===== src/rtl/pc_unit_pkg.sv =====
// Shared types and constants for the next-PC stage.
//   pc_state_e : RUN/TRAP sequencing of exception entry
//   CAUSE_*    : cause codes written into the CAUSE register
//   EPC_SEL    : pc_src value that selects EPC (ERET) for the default 4-source build
package pc_unit_pkg;

    typedef enum logic {
        ST_RUN  = 1'b0,
        ST_TRAP = 1'b1
    } pc_state_e;

    localparam int unsigned CAUSE_W = 5;

    localparam logic [CAUSE_W-1:0] CAUSE_INT  = 5'd0;
    localparam logic [CAUSE_W-1:0] CAUSE_ADEL = 5'd4;
    localparam logic [CAUSE_W-1:0] CAUSE_RI   = 5'd10;
    localparam logic [CAUSE_W-1:0] CAUSE_OV   = 5'd12;

    localparam int unsigned DEF_NUM_SRC = 4;
    localparam int unsigned EPC_SEL     = DEF_NUM_SRC;

    // The EPC slot always sits directly after the last external source.
    function automatic int unsigned epc_sel_for(input int unsigned num_src);
        return num_src;
    endfunction

endpackage


===== src/rtl/pc_src_mux.sv =====
// N+1-way PC source select: external slots 0..NUM_SRC-1 from a packed bus,
// slot NUM_SRC is EPC (ERET). Any larger index is flagged as invalid and
// yields an all-zero target so it can never look misaligned.
//   i_sel     : source index
//   i_src_bus : packed sources, slot k = i_src_bus[k*WIDTH +: WIDTH]
//   i_epc     : exception PC
//   o_target  : selected target (combinational)
//   o_sel_err : index beyond EPC slot (combinational, not qualified by write)
module pc_src_mux
    import pc_unit_pkg::*;
#(
    parameter int unsigned WIDTH   = 32,
    parameter int unsigned NUM_SRC = 4,
    parameter int unsigned SEL_W   = 3
) (
    input  logic [SEL_W-1:0]         i_sel,
    input  logic [NUM_SRC*WIDTH-1:0] i_src_bus,
    input  logic [WIDTH-1:0]         i_epc,
    output logic [WIDTH-1:0]         o_target,
    output logic                     o_sel_err
);

    localparam logic [SEL_W-1:0] SEL_EPC = SEL_W'(epc_sel_for(NUM_SRC));

    // Source select
    always_comb begin
        o_target = '0;
        for (int k = 0; k < int'(NUM_SRC); k++) begin
            if (i_sel == SEL_W'(k)) begin
                o_target = i_src_bus[k*WIDTH +: WIDTH];
            end
        end
        if (i_sel == SEL_EPC) begin
            o_target = i_epc;
        end
    end

    assign o_sel_err = (i_sel > SEL_EPC);

endmodule


===== src/rtl/pc_next_unit.sv =====
// Next-PC stage of the multicycle datapath: PC, EPC and CAUSE registers
// plus the two-cycle exception entry sequence (RUN -> TRAP -> RUN).
//   clk, reset          : clock, async active-high reset
//   pc_write            : unconditional PC load
//   pc_write_cond       : branch PC load, qualified by alu_zero/branch_ne
//   branch_ne, alu_zero : branch sense and ALU zero flag
//   pc_src              : source index (NUM_SRC selects EPC)
//   src_bus             : packed external PC sources
//   exc_req, exc_code   : exception request and its cause code
//   pc, epc, cause      : architectural registers
//   exc_taken           : pulse in the cycle PC holds EXC_VECTOR
//   sel_err             : combinational, write enabled with invalid pc_src
module pc_next_unit
    import pc_unit_pkg::*;
#(
    parameter int unsigned       WIDTH        = 32,
    parameter int unsigned       NUM_SRC      = 4,
    parameter int unsigned       SEL_W        = 3,
    parameter logic [WIDTH-1:0]  RESET_VECTOR = 32'h0000_0000,
    parameter logic [WIDTH-1:0]  EXC_VECTOR   = 32'h0000_00FC,
    parameter int unsigned       PC_INC       = 4
) (
    input  logic                     clk,
    input  logic                     reset,
    input  logic                     pc_write,
    input  logic                     pc_write_cond,
    input  logic                     branch_ne,
    input  logic                     alu_zero,
    input  logic [SEL_W-1:0]         pc_src,
    input  logic [NUM_SRC*WIDTH-1:0] src_bus,
    input  logic                     exc_req,
    input  logic [CAUSE_W-1:0]       exc_code,
    output logic [WIDTH-1:0]         pc,
    output logic [WIDTH-1:0]         epc,
    output logic [CAUSE_W-1:0]       cause,
    output logic                     exc_taken,
    output logic                     sel_err
);

    pc_state_e          r_state;
    logic [WIDTH-1:0]   r_pc;
    logic [WIDTH-1:0]   r_epc;
    logic [CAUSE_W-1:0] r_cause;
    logic               r_exc_taken;

    logic [WIDTH-1:0]   w_target;
    logic               w_sel_bad;
    logic               w_load_en;
    logic               w_misaligned;
    logic [WIDTH-1:0]   w_epc_next;

    pc_src_mux #(
        .WIDTH   (WIDTH),
        .NUM_SRC (NUM_SRC),
        .SEL_W   (SEL_W)
    ) u_src_mux (
        .i_sel     (pc_src),
        .i_src_bus (src_bus),
        .i_epc     (r_epc),
        .o_target  (w_target),
        .o_sel_err (w_sel_bad)
    );

    // beq takes on zero, bne on non-zero
    assign w_load_en    = pc_write | (pc_write_cond & (alu_zero ^ branch_ne));
    assign sel_err      = w_load_en & w_sel_bad;
    // Invalid selects produce no target, so they never count as misaligned
    assign w_misaligned = w_load_en & ~w_sel_bad & (w_target[1:0] != 2'b00);
    // PC was already advanced at fetch; wraps modulo 2**WIDTH
    assign w_epc_next   = r_pc - WIDTH'(PC_INC);

    // PC/EPC/CAUSE registers and exception sequencing
    always_ff @(posedge clk or posedge reset) begin
        if (reset) begin
            r_state     <= ST_RUN;
            r_pc        <= RESET_VECTOR;
            r_epc       <= '0;
            r_cause     <= CAUSE_INT;
            r_exc_taken <= 1'b0;
        end else begin
            case (r_state)
                ST_RUN: begin
                    r_exc_taken <= 1'b0;
                    if (exc_req) begin
                        r_epc   <= w_epc_next;
                        r_cause <= exc_code;
                        r_state <= ST_TRAP;
                    end else if (w_misaligned) begin
                        r_epc   <= w_epc_next;
                        r_cause <= CAUSE_ADEL;
                        r_state <= ST_TRAP;
                    end else if (w_load_en && !w_sel_bad) begin
                        r_pc <= w_target;
                    end
                end
                ST_TRAP: begin
                    // All load/exception inputs are ignored here
                    r_pc        <= EXC_VECTOR;
                    r_exc_taken <= 1'b1;
                    r_state     <= ST_RUN;
                end
                default: begin
                    r_state     <= ST_RUN;
                    r_exc_taken <= 1'b0;
                end
            endcase
        end
    end

    assign pc        = r_pc;
    assign epc       = r_epc;
    assign cause     = r_cause;
    assign exc_taken = r_exc_taken;

endmodule


===== config.mk =====
export PLATFORM = sky130hd
export DESIGN_NAME = pc_next_unit
export DESIGN_NICKNAME = d
export VERILOG_FILES = /design/src/rtl/pc_unit_pkg.sv /design/src/rtl/pc_src_mux.sv /design/src/rtl/pc_next_unit.sv
export SDC_FILE = /design/constraint.sdc
export NUM_CORES = 1
export LEC_CHECK = 0
export BUFFER_PORTS_ARGS = -buffer_cell sky130_fd_sc_hd__buf_2
export CAP_MARGIN = 15
export CORE_UTILIZATION = 25
export CTS_BUF_LIST = sky130_fd_sc_hd__clkbuf_16
export DETAILED_ROUTE_END_ITERATION = 10
export RECOVER_POWER = 100
export SYNTH_ARGS = -nofsm -noshare
export SYNTH_HDL_FRONTEND = slang
export SYNTH_SLANG_ARGS = --single-unit

===== constraint.sdc =====
create_clock -name clk -period 3.55 [get_ports clk]
set_input_delay 0.1775 -clock clk [delete_from_list [all_inputs] [get_ports clk]]
set_output_delay 0.1775 -clock clk [all_outputs]
set_load 0.05 [all_outputs]

# After elaboration in Yosys (flattened, before gate mapping)
# Cells that the tools add are included.
[word_totals]
n_memories = 0
inputBits = 143
register_bits = 71
output_inout_bits = 71
latchBits = 0
romBits = 0
ramBits = 0
word_cells = 46
[classes]
n_eq_ne = 7
order_cmp = 1
n_bitwise = 8
reduce_logical = 7
n_mul = 0
div_mod_pow = 0
add_sub_neg = 1
mux = 17
shift = 0
[op_table]
columns = ["op", "count"]
rows = [
  ["32-bit two-way mux", 10],
  ["32-bit case mux with 2 select lines", 1],
  ["32-bit by 3-bit subtractor with 32-bit output, second input constant", 1],
  ["5-bit two-way mux", 2],
  ["3-bit by 2-bit == test with 1-bit output, second input constant", 2],
  ["2-bit inequality test, second input constant", 3],
  ["1-bit AND", 4],
  ["1-bit case mux with 2 select lines", 2],
  ["2-bit nonzero test", 2],
  ["3-bit by 1-bit == test with 1-bit output, second input constant", 1],
  ["3-bit == test, second input constant", 1],
  ["3-bit > comparator, second input constant", 1],
  ["3-bit logical NOT", 1],
  ["3-bit AND reduction", 1],
  ["1-bit two-way mux", 2],
  ["1-bit inverter", 2],
  ["2-bit AND reduction", 1],
  ["1-bit logical AND", 1],
  ["1-bit logical NOT", 1],
  ["1-bit OR", 1],
  ["1-bit bitwise XOR", 1],
]

# Depth between registers and ports, before layout
[logic_depth]
ltp_word = 11
ltp_mapped = 8
depth_no_buf = 7

# By module
# Synthesis repeated with hierarchy kept, for this count alone.
[unflattened]
cells_unflattened = 505
area_unflattened_um2 = 4490.6
[modules_own_cells]
columns = ["module", "cells_per_inst", "seq_area_each_um2", "area_per_inst_um2", "instances"]
rows = [
  ["pc_next_unit", 345, 1776.7, 3274.4, 1],
  ["pc_src_mux", 160, 0.0, 1216.2, 1],
]

# Least setup slack after synthesis
# No wires, ideal clock.
[synth_path]
path_kind = "register to register"
start = "reg r_pc[2] (netlist: pc[2])"
end = "reg r_epc[28] (netlist: epc[28])"
path_stages_with_launch = 8
path_slack_ns = 1.206
setup_time_ns = 0.128
t_required_ns = 3.422
n_path_buf = 0
arrival_ns = 2.216
synth_period_minus_slack_ns = 2.344
path_cell_list = "dfrtp_1 -> inv_1 -> ha_1 -> nor4b_1 -> nand4_1 -> nor4_1 -> xor2_1 -> mux2_1"
[synth_via]
elab_chain_len = 3
[synth_rtl]
columns = ["item", "line", "source"]
rows = [
  ["start: declaration", "pc_next_unit.sv:41", "logic [WIDTH-1:0] r_pc;"],
  ["start signal: assignment", "pc_next_unit.sv:93", "r_pc <= w_target;"],
  ["32-bit by 3-bit subtractor with 32-bit output *", "pc_next_unit.sv:70", "assign w_epc_next = r_pc - WIDTH'(PC_INC);"],
  ["32-bit two-way mux", "pc_next_unit.sv:88", "end else if (w_misaligned) begin"],
  ["32-bit two-way mux *", "pc_next_unit.sv:84", "if (exc_req) begin"],
  ["end signal: assignment", "pc_next_unit.sv:85", "r_epc <= w_epc_next;"],
  ["end signal: assignment", "pc_next_unit.sv:89", "r_epc <= w_epc_next;"],
  ["end: declaration", "pc_next_unit.sv:42", "logic [WIDTH-1:0] r_epc;"],
]
# Mark *: on every way between the ends. The rest lies on a longest branch, timed or not. The select of a mux whose other input is x is not followed.
# A chain may end at the register's enable or synchronous reset.

# Worst setup path after layout
[layout_path]
start = "reg r_epc[1] (netlist: epc[1])"
end = "reg r_epc[15] (netlist: epc[15])"
[layout_via]
elab_chain_len = 5
[layout_rtl]
columns = ["item", "line", "source"]
rows = [
  ["32-bit two-way mux", "pc_src_mux.sv:33", "if (i_sel == SEL_EPC) begin"],
  ["2-bit nonzero test", "pc_next_unit.sv:68", "assign w_misaligned = w_load_en & ~w_sel_bad & (w_target[1:0] != 2'b00);"],
  ["1-bit AND", "pc_next_unit.sv:68", ""],
  ["2-bit nonzero test (no source line)", "-", ""],
  ["2-bit AND reduction (no source line)", "-", ""],
]
# Every way passes these cells.

==> impl_metrics.yaml <==
status:
  status: "finished with violations"
  violations: "max-capacitance violations, max-slew violations"
place:
  gp_routability_congestion: 0.756
  dp_hpwl_mm: 10.8
  portBuffers: 213
  dp_slack_ns: 0.908
yosys:
  syn_nets: 544
  yosys.area_share.simple: 0.100
  ys_warn_count: 0
  synth_top_cells_by_area: "dfrtp_1 39%, mux4_2 12%, mux2_1 7.7%"
  synth-compound-area-share: 0.190
  synth_top_area_frac: 0.391
  ys_ff_latch: 71
  avgSynthCellArea_um2: 11.4
  netlist_instances: 400
  synth_top_area_cell: "dfrtp_1"
  yosys_most_used_dff: "dfrtp_1"
  synthAdderAreaFrac: 0.00275
  ys_seq_area_frac: 0.391
  synthXorXnorAreaFrac: 0.0521
  synth_cell_types: 57
  synth_edf_count: 0
  synthMuxAreaShare: 0.216
  async_flop_share: 1.00
  synth_top_family_by_area: "multiplexers"
  synthesis.area_um2: 4540
grt:
  grt_pass1_vias: 3970
  antenna_found_initial: 0
  grt_max_degree: 50
  grt-ovfl-total: 0
  grt_pass1_wl_mm: 22.0
  grt_use_total: 0.157
critical_path:
  crit_family: "compound AO/OA/AOI/OAI gates"
  required_ns: 3.76
  critPathKind: "reg -> reg"
  r2r_start: "epc[1]"
  critPathLaunchType: "flop"
  rrSetupSlack_ns: 0.88
  crit_fanout: 19
  worstReg2RegEnd: "epc[15]"
  worst_path_max_delay_cell: "inv_1"
  crit_arrival_ns: 2.89
  slowest_delay_ns: 0.58
  reg2reg_depth: 7
  path_buf_inv: 2
  path_cells: "o21bai_1 -> o32ai_1 -> o21ai_0 -> o31a_2 -> inv_1 -> buf_12 -> mux2_1"
  critPathCaptureType: "flop"
clocking:
  post_cts_resized: 0
  post_cts_buffers: 0
  clockBufferDepth: 2
  clkSinkCount: 71
  hold_buffers: 0
  clockRootBuffer: "clkbuf_16"
  clk-insertion-delay-late_ns: 0.34
  clkTransAtPathRegs_ns: 0.06
  cts_tree: "built"
  cts_buffers: 9
  htreeDepth: 3
routing:
  first_pass_iters: 5
  via_per_inst: 5.01
  antenna_left: 0
  routedWlPerCell_um: 17.5
  drc: 0
  wirelength_mm: 14.5
  drt-initial-drc-count: 191
  vias: 4163
floorplanning:
  initial_core_util: 0.259
  coreArea_um2: 17500
  fp-row-count: 48
  dieArea_um2: 18700
  io_pins: 214
  die_h_um: 137
  die_w_um: 137
min_path:
  min_delay_path_depth: 2
  hold_class: "in -> reg"
  min_to: "cause[0]"
  hold_start: "exc_code[0]"
power_and_ir_drop:
  ir_drop_v: 0.000259
  cellPowerDensity_nw_per_um2: 532
  finalPower_w: 0.00320
  p_leak_nw: 2.69
sta:
  setup_viol: 0
  timing.final.crit_share: 0.753
  fmax_ghz: 0.374
  rsz0062_at_grt: "false"
  holdWs_ns: 0.0670
  worst_slew_pin_slew_ns: 2.09
  slew_headroom: -0.404
  setup_ws_ns: 0.878
  maxSlewViolCount: 48
  skew_ns: 0.00592
  hold_viol: 0
  min_period_ns: 2.67
  tns_ns: 0
run:
  drv_cap: 1
cells_and_area:
  area_growth_pct: 32.5
  mostFrequentLayoutCells: "142 x buf_2, 71 x dfrtp_1, 71 x clkbuf_1, 34 x a21oi_1, 31 x mux2_1"
  layout-drive-gt1-share: 0.338
  final_common_cell: "buf_2"
  fillCellCount: 1788
  nets: 745
  antennaDiodeCount: 0
==> metrics by stage <==
| stage | std cells | util | area [um2] |
|---|---|---|---|
| after floorplan | 400 | - | 4540 |
| after global placement | 815 | 0.332 | 5830 |
| after detailed placement | 815 | 0.332 | 5830 |
| after CTS | 831 | 0.350 | 6140 |
| after global routing | 831 | 0.343 | 6020 |
| final | 831 | 0.343 | 6020 |
==> state kept, by name, summed over array words and instances (netlist names) <==
register / cells
exc_taken: 1
cause: 5
pc: 32
epc: 32
r_state: 1
==> cells in the mapped netlist, types with 8 or more instances <==
master	count
o21ai_0	9
a311oi_1	24
a22oi_1	25
xor2_1	24
mux2_1	31
nor2_1	15
nand2_1	11
dfrtp_1	71
nor3_1	8
clkbuf_1	12
inv_1	9
mux4_2	25
a21oi_1	34
==> report_power, final <==
part           internal [W]  switching, W  total, W
sequential         0.000942      0.000155   0.00110
clock              0.000610      0.000348  0.000957
combinational      0.000330      0.000819   0.00115
==> layer usage <==
metal / part of all wire / global-route usage / vias to the layer above
li1: - / - / 1970
met1: 0.44 / 0.202 / 2013
met2: 0.48 / 0.264 / 165
met3: 0.071 / 0.0374 / 15
met4: 0.011 / 0.0403 / 0
met5: 0 / 0 / -
==> worst max-delay path by stage <==
stage               startpoint       to  depth (start not counted)
floorplan                pc[2]  epc[28]                          7
global placement     pc_src[2]  epc[16]                          8
detailed placement   pc_src[2]  epc[15]                          8
CTS                      pc[2]  epc[28]                          8
global route         pc_src[2]   pc[31]                          6
finish                  epc[1]  epc[15]                          7
==> cell families (layout without fill, tap and decap cells) <==
| group | after synthesis | after routing |
|---|---|---|
| XOR/XNOR | 27 | 27 |
| flip-flops | 71 | 71 |
| AND/OR/NAND/NOR | 71 | 71 |
| buffers and inverters | 45 | 251 |
| AO/OA/AOI/OAI | 122 | 122 |
| adder cells (fa/ha/maj) | 1 | 1 |
| multiplexers | 63 | 63 |
==> area by class of cell <==
| cell class | count | area (um2) | share of cell area |
|---|---|---|---|
| tap | 225 | 282 | 0.0468 |
| sequential | 71 | 1780 | 0.295 |
| inverter | 12 | 46.3 | 0.00769 |
| clock inverter | 7 | 87.6 | 0.0146 |
| multi-input combinational | 284 | 2540 | 0.422 |
| timing repair buffer | 223 | 1060 | 0.177 |
| clock buffer | 9 | 225 | 0.0374 |
(Power assumes the default switching activity.)
